--- src/rtl/wb_regfile.sv ---
// rtl/wb_regfile.sv - write-back source select, 32-entry integer register file, forwarding tap, retire counter
module wb_regfile #(
    parameter int XLEN = 32
) (
    input  logic            clk,
    input  logic            rst,
    input  logic            wb_valid,
    input  logic            rf_en,
    input  logic [1:0]      wb_sel,
    input  logic [XLEN-1:0] read_data,
    input  logic [XLEN-1:0] alu_result,
    input  logic [4:0]      rd,
    input  logic [XLEN-1:0] pc,
    input  logic [4:0]      rs1_addr,
    input  logic [4:0]      rs2_addr,
    output logic [XLEN-1:0] rs1_data,
    output logic [XLEN-1:0] rs2_data,
    output logic            fwd_we,
    output logic [4:0]      fwd_rd,
    output logic [XLEN-1:0] fwd_data,
    output logic [63:0]     instret
);

    // x0 has no storage; index 0 is handled by the read muxes
    logic [XLEN-1:0] regs [1:31];
    logic [XLEN-1:0] wb_data;
    logic            we;

    always_comb begin
        wb_data = alu_result;
        case (wb_sel)
            2'b01:   wb_data = read_data;
            2'b10:   wb_data = pc + XLEN'(4);
            default: wb_data = alu_result;
        endcase
    end

    assign we = wb_valid & rf_en & (rd != 5'd0) & ~rst;

    always_ff @(posedge clk) begin
        if (rst) begin
            for (int i = 1; i < 32; i++) begin
                regs[i] <= '0;
            end
            instret <= '0;
        end else begin
            if (we) begin
                regs[rd] <= wb_data;
            end
            if (wb_valid) begin
                instret <= instret + 64'd1;
            end
        end
    end

    // Write-through: a read of the register being committed sees the new value
    always_comb begin
        rs1_data = '0;
        if (!rst && rs1_addr != 5'd0) begin
            rs1_data = (we && rs1_addr == rd) ? wb_data : regs[rs1_addr];
        end
    end

    always_comb begin
        rs2_data = '0;
        if (!rst && rs2_addr != 5'd0) begin
            rs2_data = (we && rs2_addr == rd) ? wb_data : regs[rs2_addr];
        end
    end

    assign fwd_we   = we;
    assign fwd_rd   = we ? rd : 5'd0;
    assign fwd_data = we ? wb_data : '0;

endmodule

--- config.mk ---
export PLATFORM = sky130hd
export DESIGN_NAME = wb_regfile
export DESIGN_NICKNAME = d
export VERILOG_FILES = /design/src/rtl/wb_regfile.sv
export SDC_FILE = /design/constraint.sdc
export NUM_CORES = 2
export LEC_CHECK = 0
export BUFFER_PORTS_ARGS = -buffer_cell sky130_fd_sc_hd__buf_2
export CORE_MARGIN = 5
export CORE_UTILIZATION = 40
export DETAILED_ROUTE_END_ITERATION = 10
export GPL_TIMING_DRIVEN = 0
export PLACE_DENSITY = 0.54
export SYNTH_ARGS = -nofsm -noshare
export SYNTH_HDL_FRONTEND = slang
export SYNTH_SLANG_ARGS = --single-unit
--- constraint.sdc ---
create_clock -name clk -period 2.5 [get_ports clk]
set_input_delay 0.25 -clock clk [delete_from_list [all_inputs] [get_ports clk]]
set_output_delay 0.25 -clock clk [all_outputs]
set_load 0.01 [all_outputs]
# --- Yosys cells after proc, flatten, opt, wreduce, memory -nomap -nowiden ---
# Memory sizes are Yosys's and may differ from the RTL's.
# Cells that the tools add are included.
word_totals:
  ram_bits: 992
  word_cells: 36
  reg_bits: 64
  in_bits: 117
  memories: 1
mem_list:
  columns: ["name", "words", "word_bits", "rd", "rd_ports_with_merged_regs", "wr", "line_no", "rtl"]
  rows:
  - ["regs", 31, 32, 2, 0, 31, "25", "logic [XLEN-1:0] regs [1:31];"]
op_classes:
  addsub: 2
  mux: 15
  bitwise_logic: 4
  eq_ne: 4
  n_reduce_logical: 9
op_table:
  columns: ["op", "count"]
  rows:
  - ["$mux W32", 6]
  - ["$add A64 B1 Y64 const B", 1]
  - ["$pmux W32 S2", 1]
  - ["$add A32 B3 Y32 const B", 1]
  - ["$reduce_or A32 Y1", 1]
  - ["$reduce_bool A5 Y1", 3]
  - ["$eq A5 B5 Y1", 2]
  - ["$mux W5", 2]
  - ["$mux W1", 6]
  - ["$logic_and A1 B1 Y1", 4]
  - ["$and A1 B1 Y1", 3]
  - ["$eq A2 B1 Y1 const B", 1]
  - ["$eq A2 B2 Y1 const B", 1]
  - ["$logic_not A1 Y1", 1]
  - ["$not A1 Y1", 1]

# --- Longest topological paths before layout ---
depth:
  word_depth: 8
  depth_mapped: 10
  depth_no_buf: 7

# --- Least setup slack after synthesis ---
# OpenSTA, ideal clock, no wires.
synth_path:
  path_kind: "input port to output port"
  startpoint: "input port pc[6]"
  endpoint: "output port fwd_data[22]"
  t_arrival_ps: 2477
  path_slack_ps: -227
  path_stages: 8
  n_path_buf: 2
  required_time_ps: 2250
  cell_sequence: "clkbuf_1 -> nand4_1 -> nor4_1 -> nand3_1 -> xnor2_1 -> a221oi_1 -> clkbuf_1 -> nor2_1"
synth_between:
  elab_chain_len: 3
synth_rtl:
  columns: ["element", "line_no", "rtl"]
  rows:
  - ["start: declaration", "13", "input logic [XLEN-1:0] pc,"]
  - ["$add A32 B3 Y32", "33", "2'b10: wb_data = pc + XLEN'(4);"]
  - ["$pmux W32 S2", "31", "case (wb_sel)"]
  - ["$mux W32", "73", "assign fwd_data = we ? wb_data : '0;"]
  - ["end: declaration", "20", "output logic [XLEN-1:0] fwd_data,"]
# No other way between the ends.

# --- Final worst setup path ---
layout_path:
  startpoint: "input port rs2_addr[1]"
  endpoint: "output port rs2_data[28]"
layout_between:
  elab_chain_len: 4
  word_cells_on_any_way: 7
layout_rtl:
  columns: ["element", "line_no", "rtl"]
  rows:
  - ["start: declaration", "15", "input logic [4:0] rs2_addr,"]
  - ["branches (longest 3 deep; another with $mem_v2 Z31 W32)", null, null]
  - ["$mux W32 (*)", "66", "if (!rst && rs2_addr != 5'd0) begin"]
  - ["end: declaration", "17", "output logic [XLEN-1:0] rs2_data,"]
# Mark *: on every way between the ends.

==> implementation parameters <==
Parameter                              Value

GRT
  Wire length of the first global-routing pass    338.5 mm
  Number of global-route vias before repair    43,660
  Global routing usage summed across all routing layers    32.11%
  Antenna violations before repair    12
  Congestion Overflow GR    0
  Pin count of the biggest net entering global routing    33

Logic synthesis
  Distinct cell type count of the synthesized netlist    50
  Yosys warnings    0
  Post-synth top flop    sky130_fd_sc_hd__edfxtp_1
  Flip-flop and latch count after synthesis    1,088
  Proportion of netlist area held by the largest area contributor    53.92%
  Post-synthesis sequential area ratio    56.17%
  Largest area contributor in the synthesized netlist    sky130_fd_sc_hd__edfxtp_1
  Number of flops mapped to enable cells by yosys    1,024
  Mean Syn Cell Area    12.95 um^2
  Mapped Area    57,030 um^2
  Cell types occupying the most area after synthesis    sky130_fd_sc_hd__edfxtp_1 54%, sky130_fd_sc_hd__mux4_2 17%, sky130_fd_sc_hd__nor2_1 7.6%, sky130_fd_sc_hd__mux2i_1 4.9%, sky130_fd_sc_hd__clkbuf_1 2.3%
  Gate count of the mapped netlist    4,405
  Post-synth ARST share    0%

Floorplanning
  Die height    387.6 um
  Width of the die    387.6 um
  Row count    138
  I/O pin count    283
  Initial standard-cell utilization of the core    40.28%
  Die ar.    150,200 um^2
  Area of the core    141,600 um^2

Placement
  Post-detailed-placement half-perimeter wirelength    175.5 mm
  Post-place setup slack    -2.692 ns
  Final RePlAce weighted congestion    1.003
  IO Port Bufs    273

Clock network
  CTS tree    yes
  Root Buffer    sky130_fd_sc_hd__clkbuf_16
  Level count of the clock H-tree    3
  Skew-Pair Late Insertion Delay    0.77 ns
  Number of clock sinks seen by CTS    1,088
  Number of buffers added by the clock tree synthesis step    120
  Clock-pin slew on the worst setup and hold paths    0.06 ns
  Buffer levels on the longest clock path    3

Route
  First-pass DRT Iterations    7
  Final WL    248.1 mm
  Via density per instance    6.434
  Number of violations reported at the end of detailed-routing iteration 0    6,352
  Vias    44,890
  Post-DRT Antenna Nets    0
  Post-route DRC    0
  Average wire per cell in the routed design    35.56 um

Worst setup path
  Worst path arrival time    2.76 ns
  Top fanout value on the critical path    10
  R2R depth    8
  Worst Setup End Kind    output pin
  Crit path launch type    input pin
  Worst Path Required    2.25 ns
  CP Class    in -> out

Timing
  Max Clock Freq    332.1 MHz
  Post-layout minimum cycle time    3.011 ns
  Largest clock skew in the final design    0.02422 ns
  Count of pins over their slew limit    0
  Final WS setup    -0.5107 ns
  Worst-margin pin slew    1.150 ns
  Unrepaired setup endpoints after global routing    true
  Final clock period utilization by the worst path    120.4%
  Final setup violation count    88
  Relative slew margins    23.31%
  Number of endpoints with negative hold slack in the final report    0

Worst hold path
  Worst hold path stage count    4
  Type of the tightest min-delay check    in -> reg

Power
  Total power of the final layout    47,880 uW
  Worst vdd rail ir drop    0.5442 mV
  Cell leakage power    0.02548 uW
  Total power per unit cell area    670.4 nW/um^2

Final layout
  Synthesis-to-layout area growth    25.25%
  Share of cells above drive strength 1    35.31%
  Final Net Count    5,102

Run status
  Violated checks    negative setup slack
  Status    finished with violations

Flow run
  Maximum capacitance violations    0
-- critical path, cell delays in order --
cell and delay (ns):
sky130_fd_sc_hd__buf_2 0.10, sky130_fd_sc_hd__buf_2 0.28, sky130_fd_sc_hd__buf_4 0.35, sky130_fd_sc_hd__clkbuf_8 0.30
sky130_fd_sc_hd__clkbuf_8 0.34, sky130_fd_sc_hd__mux2i_2 0.39, sky130_fd_sc_hd__a21oi_2 0.15, sky130_fd_sc_hd__a22oi_2 0.26
sky130_fd_sc_hd__o21ai_4 0.15, sky130_fd_sc_hd__buf_6 0.15
-- cells in the final DEF, fill, tap and decap left out, types with 59 or more instances in the layout --
cell type and n:
sky130_fd_sc_hd__nor2_1 1135, sky130_fd_sc_hd__edfxtp_1 1024, sky130_fd_sc_hd__mux4_2 418, sky130_fd_sc_hd__buf_2 263, sky130_fd_sc_hd__mux2i_1 255, sky130_fd_sc_hd__clkbuf_1 174
sky130_fd_sc_hd__buf_4 152, sky130_fd_sc_hd__clkbuf_16 127, sky130_fd_sc_hd__buf_6 82, sky130_fd_sc_hd__a221oi_2 79, sky130_fd_sc_hd__nand2_1 70, sky130_fd_sc_hd__a22oi_1 62
sky130_fd_sc_hd__a22oi_2 59, sky130_fd_sc_hd__dfxtp_1 59
-- stage by stage --
step           std cells  hold WS, ns   TNS, ns  util (%)  instance area, um^2
2_1_floorplan       4436       0.5094    -1.102         -                57180
3_3_place_gp        6599       0.4965  -2921.15     43.02                60910
3_5_place_dp        6629       0.5013  -1685.83     43.53                61630
4_1_cts             6943     0.002392    -31.03     49.67                70330
5_1_grt             6974      0.06579    -35.24     50.44                71420
6_report            6977      0.06883    -31.58     50.45                71420
-- flip-flops by register name (all words and copies together), names as in the netlist --
signal,flops
instret,64
regs,1024
-- layer usage --
| layer | up-vias | track usage [%] | share of wire, % |
|---|---|---|---|
| li1 | 17890 | - | - |
| met2 | 3221 | 47.60 | 43 |
| met1 | 23140 | 43.28 | 38 |
| met5 | - | 0 | 0.015 |
| met4 | 6 | 15.66 | 6.1 |
| met3 | 634 | 9.661 | 13 |
-- cells in the mapped netlist (all sizes together) (2+ instances only) --
cell	count
nor3b	3
xnor2	59
nor2	1154
a21oi	70
or2	2
or3	15
nand2	75
a22oi	121
nand3b	2
dfxtp	64
nor3	23
edfxtp	1024
a2111oi	2
and2	10
nand3	31
nor4b	3
buf	119
a222oi	19
nand2b	36
a221o	8
clkbuf	342
inv	51
ha	4
mux2i	279
nand4	22
a211oi	54
and3	10
xor2	30
and4	13
mux4	418
o21ai	137
a221oi	113
nor4	20
nor2b	60
or4	4
-- worst paths after layout --
path | from | to | slack, ns
max | rs2_addr[1] | rs2_data[28] | -0.51
min | alu_result[5] | regs[0][5]$_DFFE_PP_ | 0.07
max reg2reg | instret[28]$_SDFFE_PP0P_ | instret[59]$_SDFFE_PP0P_ | 0.14
min reg2reg | instret[62]$_SDFFE_PP0P_ | instret[62]$_SDFFE_PP0P_ | 0.51
-- final cells by class --
| type | instances | area [um^2] |
|---|---|---|
| fillers | 12450 | 70160 |
| flip-flops and latches | 1088 | 32040 |
| multi-input cells | 2836 | 26080 |
| repair buffers | 442 | 3540 |
| plain buffers | 442 | 3326 |
| clock buffers | 148 | 3128 |
| well taps | 1890 | 2365 |
| clock inverters | 76 | 742.0 |
| inverters | 51 | 198.9 |
| diodes | 4 | 10.01 |
-- cells by family (layout without fill, tap and decap cells) --
family	Yosys count	after routing	share of synthesized area [%]
compound gates	529	529	6.437
xor+xnor	89	89	1.367
fa+ha+maj	4	4	0.08777
buf+inv	512	1159	3.620
flops	1088	1088	56.17
mux	697	697	21.41
other cells	1	36	0.006576
simple gates	1485	1485	10.91
-- power by group --
| part | internal [uW] | switching (uW) | total (uW) |
|---|---|---|---|
| clock network | 9950 | 7970 | 17900 |
| logic | 3320 | 5320 | 8640 |
| registers | 20800 | 476 | 21300 |
| total | 34100 | 13800 | 47900 |
-- what timing repair did --
item / 4_1_cts / 5_1_grt
resized for setup: 1170 / 234
cloned: 1 / 0
endpoints found under the hold margin: 17 / 3
hold buffers: 6 / 1
setup endpoints to repair: 922 / 286
pin swaps: 172 / 99
buffers inserted: 90 / 44
Power figures use the tool's default switching activity.
